===== src/rtl/data_mem_arbiter.sv =====
// data_mem_arbiter
// Shares one single-port data memory between two requesters:
//   r0 - multi-cycle CPU load/store path
//   r1 - program/data loader used during bring-up
// Round-robin arbitration. Each access takes IDLE -> ACCESS -> RESP. A read
// holds MemRd for RD_LAT cycles before mem_data_out is captured. A write
// holds MemWr for one cycle. The granted requester gets a one-cycle ack in
// RESP.
//
// Ports:
//   clk, reset                        clock, async active-high reset
//   rN_req/we/addr/wdata              requester N command (held until ack)
//   rN_ack, rN_rdata                  completion pulse, read data (held)
//   mem_addr, mem_data_in             memory address / write data
//   MemRd, MemWr                      memory read / write enables
//   mem_data_out                      memory read data
//   busy                              controller not in IDLE
//   grant_id                          requester currently / last granted
module data_mem_arbiter #(
    parameter int ADDR_W = 32,
    parameter int DATA_W = 32,
    parameter int RD_LAT = 1
) (
    input  logic              clk,
    input  logic              reset,
    input  logic              r0_req,
    input  logic              r0_we,
    input  logic [ADDR_W-1:0] r0_addr,
    input  logic [DATA_W-1:0] r0_wdata,
    output logic              r0_ack,
    output logic [DATA_W-1:0] r0_rdata,
    input  logic              r1_req,
    input  logic              r1_we,
    input  logic [ADDR_W-1:0] r1_addr,
    input  logic [DATA_W-1:0] r1_wdata,
    output logic              r1_ack,
    output logic [DATA_W-1:0] r1_rdata,
    output logic [ADDR_W-1:0] mem_addr,
    output logic [DATA_W-1:0] mem_data_in,
    output logic              MemRd,
    output logic              MemWr,
    input  logic [DATA_W-1:0] mem_data_out,
    output logic              busy,
    output logic              grant_id
);

    typedef enum logic [1:0] {
        IDLE   = 2'b00,
        ACCESS = 2'b01,
        RESP   = 2'b10
    } state_t;

    // Reads stay in ACCESS for RD_LAT cycles, so the counter starts at RD_LAT-1.
    localparam logic [1:0] RD_CNT_INIT = 2'(RD_LAT - 1);

    state_t              state_r;
    state_t              state_s;
    logic [1:0]          cnt_r;
    logic                we_r;
    logic                last_grant_r;
    logic                grant_id_r;
    logic [ADDR_W-1:0]   mem_addr_r;
    logic [DATA_W-1:0]   mem_wdata_r;
    logic                mem_rd_r;
    logic                mem_wr_r;
    logic                r0_ack_r;
    logic                r1_ack_r;
    logic [DATA_W-1:0]   r0_rdata_r;
    logic [DATA_W-1:0]   r1_rdata_r;
    logic                busy_r;

    logic                pick_s;
    logic                take_s;
    logic                sel_we_s;
    logic [ADDR_W-1:0]   sel_addr_s;
    logic [DATA_W-1:0]   sel_wdata_s;
    logic                we_s;
    logic                gid_s;

    // Arbitration: a lone requester wins; on a tie the one not granted last wins.
    always_comb begin
        pick_s = 1'b0;
        if (r0_req && r1_req) begin
            pick_s = ~last_grant_r;
        end else if (r1_req) begin
            pick_s = 1'b1;
        end else begin
            pick_s = 1'b0;
        end
        take_s      = (state_r == IDLE) && (r0_req || r1_req);
        sel_we_s    = pick_s ? r1_we    : r0_we;
        sel_addr_s  = pick_s ? r1_addr  : r0_addr;
        sel_wdata_s = pick_s ? r1_wdata : r0_wdata;
        // Values that the registers will hold after this edge.
        we_s  = take_s ? sel_we_s : we_r;
        gid_s = take_s ? pick_s   : grant_id_r;
    end

    // Next-state logic.
    always_comb begin
        state_s = state_r;
        case (state_r)
            IDLE: begin
                if (take_s) begin
                    state_s = ACCESS;
                end else begin
                    state_s = IDLE;
                end
            end
            ACCESS: begin
                if (we_r || (cnt_r == 2'd0)) begin
                    state_s = RESP;
                end else begin
                    state_s = ACCESS;
                end
            end
            RESP:    state_s = IDLE;
            default: state_s = IDLE;
        endcase
    end

    // State register.
    always_ff @(posedge clk or posedge reset) begin
        if (reset) begin
            state_r <= IDLE;
        end else begin
            state_r <= state_s;
        end
    end

    // Grant latching, read-latency counter, read capture and registered outputs.
    always_ff @(posedge clk or posedge reset) begin
        if (reset) begin
            cnt_r        <= 2'd0;
            we_r         <= 1'b0;
            last_grant_r <= 1'b1;
            grant_id_r   <= 1'b0;
            mem_addr_r   <= {ADDR_W{1'b0}};
            mem_wdata_r  <= {DATA_W{1'b0}};
            mem_rd_r     <= 1'b0;
            mem_wr_r     <= 1'b0;
            r0_ack_r     <= 1'b0;
            r1_ack_r     <= 1'b0;
            r0_rdata_r   <= {DATA_W{1'b0}};
            r1_rdata_r   <= {DATA_W{1'b0}};
            busy_r       <= 1'b0;
        end else begin
            if (take_s) begin
                mem_addr_r   <= sel_addr_s;
                mem_wdata_r  <= sel_wdata_s;
                we_r         <= sel_we_s;
                grant_id_r   <= pick_s;
                last_grant_r <= pick_s;
                cnt_r        <= sel_we_s ? 2'd0 : RD_CNT_INIT;
            end
            if ((state_r == ACCESS) && !we_r) begin
                if (cnt_r != 2'd0) begin
                    cnt_r <= cnt_r - 2'd1;
                end else if (grant_id_r) begin
                    r1_rdata_r <= mem_data_out;
                end else begin
                    r0_rdata_r <= mem_data_out;
                end
            end
            // Outputs are registered from the next state so they line up with it.
            mem_rd_r <= (state_s == ACCESS) && !we_s;
            mem_wr_r <= (state_s == ACCESS) &&  we_s;
            r0_ack_r <= (state_s == RESP) && !gid_s;
            r1_ack_r <= (state_s == RESP) &&  gid_s;
            busy_r   <= (state_s != IDLE);
        end
    end

    assign mem_addr    = mem_addr_r;
    assign mem_data_in = mem_wdata_r;
    assign MemRd       = mem_rd_r;
    assign MemWr       = mem_wr_r;
    assign r0_ack      = r0_ack_r;
    assign r1_ack      = r1_ack_r;
    assign r0_rdata    = r0_rdata_r;
    assign r1_rdata    = r1_rdata_r;
    assign busy        = busy_r;
    assign grant_id    = grant_id_r;

endmodule


===== config.mk =====
export PLATFORM = sky130hd
export DESIGN_NAME = data_mem_arbiter
export DESIGN_NICKNAME = d
export VERILOG_FILES = /design/src/rtl/data_mem_arbiter.sv
export SDC_FILE = /design/constraint.sdc
export NUM_CORES = 1
export LEC_CHECK = 0
export ABC_AREA = 1
export CAP_MARGIN = 5
export CORE_MARGIN = 4
export CORE_UTILIZATION = 37
export CTS_BUF_LIST = sky130_fd_sc_hd__clkbuf_4 sky130_fd_sc_hd__clkbuf_8 sky130_fd_sc_hd__clkbuf_16
export DETAILED_ROUTE_END_ITERATION = 8
export MAX_ROUTING_LAYER = met4
export PLACE_DENSITY = 0.88
export SYNTH_ARGS = -nofsm -noshare
export SYNTH_HDL_FRONTEND = slang
export SYNTH_SLANG_ARGS = --single-unit
export TNS_END_PERCENT = 20

===== constraint.sdc =====
create_clock -name clk -period 4.6 [get_ports clk]
set_clock_uncertainty 0.15 [all_clocks]
set_input_delay 0.92 -clock clk [delete_from_list [all_inputs] [get_ports clk]]
set_output_delay 0.92 -clock clk [all_outputs]
set_load 0.005 [all_outputs]

**Yosys cells after proc, flatten, opt, wreduce, memory -nomap -nowiden**

Index checks and enable logic that the tools add are counted.

- Bits in latches: 0
- Logic and storage cells: 52
- Bits in registers: 140
- Memory bits (read-only): 0
- RAM bits: 0
- Input port bits: 166
- Memories: 0
- Output and inout bits: 134

- Add/subtract/negate cells: 1
- Bitwise logic cells: 3
- Reductions and logical operators: 18
- Multipliers: 0
- Divide/modulo/power cells: 0
- Shift-type cells: 0
- Eq/ne operators: 3
- $lt $le $gt $ge: 0
- Multiplexer cells: 13

Operators with widths:

| operator | number |
|---|---|
| 32-bit two-way mux | 2 |
| 2-bit two-way mux | 4 |
| 1-bit logical AND | 7 |
| 1-bit two-way mux | 6 |
| 3-bit AND reduction | 2 |
| 2-bit by 1-bit == test with 1-bit output, second input constant | 2 |
| 2-bit logical NOT | 2 |
| 2-bit case mux with 2 select lines | 1 |
| 2-bit nonzero test | 2 |
| 1-bit logical NOT | 3 |
| 1-bit NOT | 3 |
| 2-bit == test, second input constant | 1 |
| 1-bit logical OR | 2 |
| 2-bit by 1-bit subtractor with 2-bit output, second input constant | 1 |

**Logic depth before layout (Yosys ltp)**

Gate-level depths: netlist of the first run.

- Depth after elaboration: 6
- Mapped depth: 8
- Gate-level depth less buffers: 7

**Worst setup path before layout of the first run**

No wires, ideal clock.

- Path type: input port to flip-flop
- Start: in r1_req
- End: reg mem_wdata_r[0] (netlist: mem_data_in[0])
- Data required time: 4.326 ns
- Setup slack: 2.721 ns
- Arrival time: 1.605 ns
- Stages: 6
- Library setup time: 0.124 ns
- Buffers on the path: 2
- Cell sequence: nor2_1 -> nor2_4 -> buf_4 -> buf_4 -> o211ai_1 -> nand2_1

- Cells in the longest elaborated chain, start to end: 3
- Elaborated cells on any way between the ends: 6
- Those cells by class: 3 x mux; 3 x reduce/logical

Ends and longest elaborated chain:

| what | RTL line | text |
|---|---|---|
| from (decl) | 32 | `input logic r1_req,` |
| 1-bit two-way mux or 1-bit logical AND (tied branches) | 85, 83 |  |
| 1-bit two-way mux | 83 | `if (r0_req && r1_req) begin` |
| 32-bit two-way mux | 93 | `sel_wdata_s = pick_s ? r1_wdata : r0_wdata;` |
| to (signal assigned) | 139 | `mem_wdata_r <= {DATA_W{1'b0}};` |
| to (signal assigned) | 150 | `mem_wdata_r <= sel_wdata_s;` |
| to (decl) | 63 | `logic [DATA_W-1:0] mem_wdata_r;` |

Parallel ways exist; a longest one is shown, timed or not.
A chain may end at the register's enable or synchronous reset.

**Final worst setup path of the first run**

- Start: in r1_req
- End: reg mem_wdata_r[13] (netlist: mem_data_in[13])

Same word-level chain as after synthesis.

==> metrics.md, run 1 <==
| Metric | Value |
|---|---|
| Status | `completed` |
| Max IR drop VDD | `0.0006111 V` |
| Worst hold path class | `reg -> reg` |
| TritonCTS Buffers | `17` |
| Worst-skew pair later-pin latency | `0.42 ns` |
| Switching Fraction | `33.85%` |
| Post-synthesis compound-gate area fraction | `14.24%` |
| Final WL | `18580 um` |
| Adder-Cell Fraction of Synth Area | `0%` |
| Area grow syn2layout | `59.51%` |
| Final setup violation count | `0` |
| Multi-input gate area | `2012 um^2` |
| DR vias/cell | `4.635` |
| Pwr Density | `646.3 nW/um^2` |
| Cell mode on critical path | `nand2_1` |
| Worst path bufs/invs | `3` |
| Routability cong. | `0.7935` |
| RSZ-0062 raised after global routing | `false` |
| Sequential share of power | `34.7%` |
| Clock Power Share | `21.8%` |
| DRT Pass-1 Iters | `4` |
| Leakage | `0.004804 uW` |
| Critical Path AT | `2.84 ns` |
| Combinational power share | `43.4%` |
| Synth Area in XOR/XNOR | `0%` |
| Post-synthesis register bit count | `140` |
| Num Clock Sinks | `140` |
| Number of global-route vias before repair | `5641` |
| Slowest CP cell | `inv_2` |
| Final nets | `1156` |
| Grt total ovfl | `0` |
| Net switching power | `2156 uW` |
| Routed vias | `5650` |
| Post-route setup TNS | `0 ns` |
| Max stage delay on crit path | `0.54 ns` |
| Synth Area in Simple Gates | `18.21%` |
| Worst-path maximum fanout | `44` |
| Boundary pin count | `300` |
| Core area | `16120 um^2` |
| Post-CTS setup buffer count | `0` |
| Crit start category | `primary input` |
| Share of layout cells above drive strength 1 | `6.481%` |
| Sequential area share after synthesis | `56.73%` |
| # fillers | `1309` |
| I/O Buffers | `299` |
| Mapped cell area | `6177 um^2` |
| Syn Area/Cell | `8.750 um^2` |
| Pins Over Slew Limit | `0` |
| Final Hold Viols | `0` |
| Setup Crit Path Kind | `in -> reg` |
| Die X-Extent | `137.2 um` |
| Area occupied by registers | `3505 um^2` |
| Hold Buf Count CTS | `0` |
| Max-cap viol count | `0` |
| Final core utilization | `61.14%` |
| Global-route usage over all layers | `20.05%` |
| Min Tclk post-route | `2.637 ns` |
| YS warnings | `0` |
| Largest family of logic cells by synthesized area | `simple AND/OR/NAND/NOR gates` |
| Slew headroom | `31.05%` |
| Final HPWL DP | `13760 um` |
| Req. time, crit path | `4.81 ns` |
| Htree depth | `4` |
| Period utilization | `57.32%` |
| WL per Instance | `15.24 um` |
| Total Die Area | `18830 um^2` |
| Pin count of the biggest net entering global routing | `84` |
| Pint | `4212 uW` |
| Count of cell types in the netlist | `23` |
| CTS root buf | `clkbuf_16` |
| Remaining DRCs | `0` |
| Number of diodes | `0` |
| Gate count of the mapped netlist | `706` |
| Die height | `137.2 um` |
| Final worst slack | `1.963 ns` |
| Worst-path clk slew | `0.06 ns` |
| Synth Net Count | `872` |
| First-pass GRT wire length | `28140 um` |
| TritonCTS clock tree | `yes` |
| Resized Gates After CTS | `0` |
| Slew @ Worst Pin | `1.034 ns` |
| CTS Buffer Depth | `2` |
| Mux contribution to synthesized area | `0%` |
| Detail Route Antenna Nets | `0` |
| Std-Cell Rows | `46` |
| Dpl ws | `1.488 ns` |
| Top cell family by delay on the critical path | `buffers and inverters` |
| CP Capture Type | `flop` |
| DRT iter0 DRCs | `165` |
| Antenna violations before repair | `0` |
| Fmax | `379.3 MHz` |
| Initial Utilization | `38.33%` |
| Worst path cell trace | `clkdlybuf4s50_1 > nor2_1 > nor2_4 > inv_2 > buf_4 > nand2_1 > nand2_1` |
through the flow:
stage          total power (uW)  hold slack (ns)  instance area (um^2)  cells
2_1_floorplan              3392           0.2931                  6181    706
3_3_place_gp               4928           0.3116                  9246   1187
3_5_place_dp               5020           0.3143                  9246   1187
4_1_cts                    6448           0.3301                  9853   1219
5_1_grt                    6836           0.3406                  9853   1219
6_report                   6368           0.3237                  9853   1219
area by class of cell:
cell class | count | share of cell area (%)
Clock buffer | 19 | 4.597
Clock inverter | 13 | 1.562
Inverter | 108 | 4.152
Multi-Input combinational cell | 418 | 20.42
Sequential cell | 140 | 35.57
Tap cell | 216 | 2.743
Timing Repair Buffer | 305 | 30.96
worst register-to-register path: stages, from the launching register on:
cell and delay (ns):
dfrtp_1 0.36, inv_1 0.08, nand2_2 0.08, nor2_4 0.17, nand2_2 0.45, buf_4 0.47, nand2_1 0.12, o21ai_2 0.05
cells by family after synthesis:
group | Yosys count
compound gates | 131
simple gates | 287
flops | 140
buf+inv | 148
cell usage in the layout (no fill, tap or decap):
| cell | instances |
|---|---|
| clkbuf_8 | 2 |
| inv_6 | 4 |
| nand2_1 | 269 |
| nand3b_1 | 1 |
| clkinv_4 | 4 |
| dfrtp_1 | 139 |
| nand3_4 | 1 |
| clkinvlp_4 | 2 |
| clkinv_2 | 1 |
| o211ai_1 | 64 |
| inv_2 | 1 |
| clkdlybuf4s50_1 | 299 |
| buf_12 | 1 |
| inv_8 | 1 |
| inv_1 | 106 |
| a21oi_1 | 2 |
| nand3_1 | 5 |
| o21ai_1 | 37 |
| nor2_2 | 1 |
| nor2_1 | 4 |
| buf_4 | 5 |
| nor3_1 | 1 |
| nor2_4 | 2 |
| o21ai_0 | 11 |
| dfstp_2 | 1 |
| o21ai_2 | 17 |
| clkbuf_16 | 17 |
| bufinv_16 | 2 |
| nand2_4 | 1 |
| nand2_2 | 2 |
state kept, by name, indices dropped and copies added, names as in the netlist:
register and flops:
last_grant_r 1, r1_rdata 32, mem_data_in 32, busy 1
grant_id 1, mem_addr 32, r1_ack 1, we_r 1
MemWr 1, cnt_r 2, r0_ack 1, MemRd 1
state_r 2, r0_rdata 32
Yosys cell counts, drive strengths merged:
library cell | number | area, um^2
nand3 | 6 | 42.54
buf | 37 | 250.2
nand2 | 272 | 1026
o21ai | 65 | 389.1
dfstp | 1 | 26.28
nand3b | 1 | 7.510
nor3 | 1 | 5.000
a21oi | 2 | 10.01
inv | 108 | 405.4
clkbuf | 3 | 12.51
nor2 | 7 | 43.79
dfrtp | 139 | 3478
o211ai | 64 | 480.5
power groups by stage:
stage	sequential [uW]	combinational (uW)	clock, uW
after global placement	2200	2730	0
after CTS	2210	2810	1420
final	2210	2770	1390
after global routing	2280	3080	1480
after floorplan	2220	1170	0
after detailed placement	2210	2810	0
routing by layer:
layer | up-vias | part of all wire (%) | global-route usage [%] | wire [um]
met4 | 0 | 3.8 | 9.867 | 714
met2 | 273 | 46 | 31.34 | 8619
met3 | 38 | 9.9 | 5.990 | 1839
met1 | 2551 | 40 | 23.70 | 7405
li1 | 2788 | - | - | -
met5 | - | 0 | - | 0
worst paths after layout:
check,start,to,slack [ns],cells after the start
min,mem_data_in[24]$_DFFE_PP0P_,mem_data_in[24]$_DFFE_PP0P_,0.32,2
max,r1_req,mem_data_in[13]$_DFFE_PP0P_,1.96,7
min reg2reg,mem_data_in[24]$_DFFE_PP0P_,mem_data_in[24]$_DFFE_PP0P_,0.32,2
min in group asynchronous,reset,mem_addr[10]$_DFFE_PP0P_,0.93,3
max in group asynchronous,reset,mem_data_in[28]$_DFFE_PP0P_,2.57,3
max reg2reg,state_r[1]$_DFF_PP0_,r0_rdata[31]$_DFFE_PP0P_,2.52,7
No activity file was read; power rests on OpenSTA's default activity.
==> run 2: changes to the inputs <==
--- a/config.mk
+++ b/config.mk
@@ -8,11 +8,11 @@
 export ABC_AREA = 1
 export CAP_MARGIN = 5
 export CORE_MARGIN = 4
-export CORE_UTILIZATION = 37
+export CORE_UTILIZATION = 41
 export CTS_BUF_LIST = sky130_fd_sc_hd__clkbuf_4 sky130_fd_sc_hd__clkbuf_8 sky130_fd_sc_hd__clkbuf_16
 export DETAILED_ROUTE_END_ITERATION = 8
 export MAX_ROUTING_LAYER = met4
-export PLACE_DENSITY = 0.88
+export PLACE_DENSITY = 0.92
 export SYNTH_ARGS = -nofsm -noshare
 export SYNTH_HDL_FRONTEND = slang
 export SYNTH_SLANG_ARGS = --single-unit
==> constraint.sdc (replaced) <==
create_clock -name clk -period 2.6 [get_ports clk]
set_clock_uncertainty 0.15 [all_clocks]
set_input_delay 0.52 -clock clk [delete_from_list [all_inputs] [get_ports clk]]
set_output_delay 0.52 -clock clk [all_outputs]
set_load 0.005 [all_outputs]
==> run 2 against run 1 <==
Net effect:
- final area rose by 0.77%
- register-to-register slack worse by 1.9 ns
- core utilization is 6.7 points higher
- non-clock buffer count grew 4
- highest routed layer unchanged
- flip-flop and latch count unchanged
- die area fell by 9.2%
- via count up 2.8%
- count of clock-buffer cells in the layout up 1
- final cell count down 2.2%
- first-iteration DRC count up 78%
- wire length is 2.7% higher
==> metrics.md, run 2 (synthesized netlist as in run 1, its figures left out) <==
| Metric | Value |
|---|---|
| Max IR drop VDD | `0.0004934 V` |
| Resized Gates After CTS | `0` |
| Final HPWL DP | `14040 um` |
| Pin count of the biggest net entering global routing | `114` |
| WL per Instance | `16.01 um` |
| Global-route usage over all layers | `22.37%` |
| Max stage delay on crit path | `0.58 ns` |
| RSZ-0062 raised after global routing | `false` |
| Detail Route Antenna Nets | `0` |
| Std-Cell Rows | `44` |
| DRT Pass-1 Iters | `5` |
| WHS Path Cells | `2` |
| DRT iter0 DRCs | `293` |
| Slew @ Worst Pin | `0.6911 ns` |
| Final Cell Area | `9930 um^2` |
| Area grow syn2layout | `60.75%` |
| Worst hold path class | `reg -> reg` |
| Reg-to-reg slack, setup | `0.62 ns` |
| First-pass GRT wire length | `28820 um` |
| Final nets | `1160` |
| Final Hold Viols | `0` |
| Pwr Density | `1152 nW/um^2` |
| Num Clock Sinks | `140` |
| Leakage | `0.004851 uW` |
| Worst-path maximum fanout | `4` |
| I/O Buffers | `299` |
| Hold Buf Count CTS | `0` |
| Status | `completed` |
| TritonCTS clock tree | `yes` |
| Boundary pin count | `300` |
| Final WL | `19080 um` |
| Period utilization | `79.70%` |
| Pwr Total | `11430 uW` |
| Crit Reg-Reg Endpoint | `r1_rdata[12]$_DFFE_PP0P_` |
| Die height | `130.7 um` |
| Worst-path clk slew | `0.06 ns` |
| Hold EP | `mem_addr[13]$_DFFE_PP0P_` |
| Crit start category | `flop` |
| Htree depth | `4` |
| Antenna violations before repair | `1` |
| R2R depth | `5` |
| Number of global-route vias before repair | `5810` |
| Final setup violation count | `0` |
| Total Die Area | `17090 um^2` |
| Req. time, crit path | `1.93 ns` |
| Setup Crit Path Kind | `reg -> out` |
| Routed vias | `5806` |
| Pins Over Slew Limit | `0` |
| TritonCTS Buffers | `17` |
| Critical Path AT | `1.40 ns` |
| Core area | `14640 um^2` |
| DR vias/cell | `4.871` |
| Worst-skew pair later-pin latency | `0.40 ns` |
| Remaining DRCs | `0` |
| Top cell family by delay on the critical path | `buffers and inverters` |
| Worst path bufs/invs | `1` |
| Commonest non-fill, non-tap cells in the layout | `299 x clkdlybuf4s50_1, 269 x nand2_1, 139 x dfrtp_1, 106 x inv_1, 64 x o211ai_1` |
| # fillers | `1093` |
| Max-cap viol count | `0` |
| CTS root buf | `clkbuf_16` |
| Die X-Extent | `130.7 um` |
| Slew headroom | `53.93%` |
| Fmax | `482.6 MHz` |
| CP Capture Type | `output port` |
| CTS Buffer Depth | `2` |
| Hold_sp | `mem_addr[13]$_DFFE_PP0P_` |
| Min Tclk post-route | `2.072 ns` |
| Worst path cell trace | `clkdlybuf4s50_1` |
| DP Area | `9311 um^2` |
| Post-CTS setup buffer count | `0` |
| Reg2reg start | `state_r[1]$_DFF_PP0_` |
| Routability cong. | `0.7842` |
| Share of layout cells above drive strength 1 | `6.852%` |
| Post-route setup TNS | `0 ns` |
| Initial Utilization | `42.18%` |
| Grt total ovfl | `0` |
| Crit path depth | `1` |
| Slowest CP cell | `clkdlybuf4s50_1` |
| Commonest non-fill, non-tap cell in the layout | `clkdlybuf4s50_1` |
[run 2: routing by layer]
metal | vias up | share of wire, % | GRT usage, %
met4 | 0 | 1.5 | 6.655
met1 | 2722 | 40 | 26.48
met5 | - | 0 | -
met2 | 265 | 49 | 37.08
met3 | 25 | 9.2 | 6.667
li1 | 2794 | - | -
[run 2: final cells by class]
type | instances | area, um^2 | share of cell area, %
clock inverters | 12 | 161.4 | 1.626
inverters | 108 | 409.1 | 4.120
repair buffers | 309 | 3156 | 31.78
diodes | 1 | 2.502 | 0.02520
multi-input cells | 418 | 2012 | 20.26
well taps | 184 | 230.2 | 2.319
flip-flops and latches | 140 | 3505 | 35.29
clock buffers | 20 | 454.2 | 4.574
[run 2: through the flow]
stage,util [%],worst slack (ns),instances,hold WS (ns)
6_report,67.81,0.5279,1192,0.3282
5_1_grt,67.81,0.4743,1192,0.3404
4_1_cts,67.79,0.4923,1191,0.3308
3_5_place_dp,63.59,0.3451,1159,0.3148
3_3_place_gp,63.59,0.4260,1159,0.3115
2_1_floorplan,-,0.1817,706,0.2931
[run 2: worst max path at each step]
| stage | from | to |
|---|---|---|
| floorplan | reset | MemRd$_DFF_PP0_ |
| global placement | r1_req | mem_data_in[17]$_DFFE_PP0P_ |
| detailed placement | r0_req | mem_data_in[28]$_DFFE_PP0P_ |
| CTS | grant_id$_DFF_PP0_ | grant_id |
| global route | grant_id$_DFF_PP0_ | grant_id |
| finish | grant_id$_DFF_PP0_ | grant_id |
[run 2: report_power, final]
group | total, uW | switching, uW | internal, uW | leakage (uW)
clock network | 2500 | 934 | 1560 | 0.000294
logic | 5050 | 2240 | 2810 | 0.00285
registers | 3890 | 614 | 3270 | 0.00171
total | 11400 | 3790 | 7650 | 0.00485
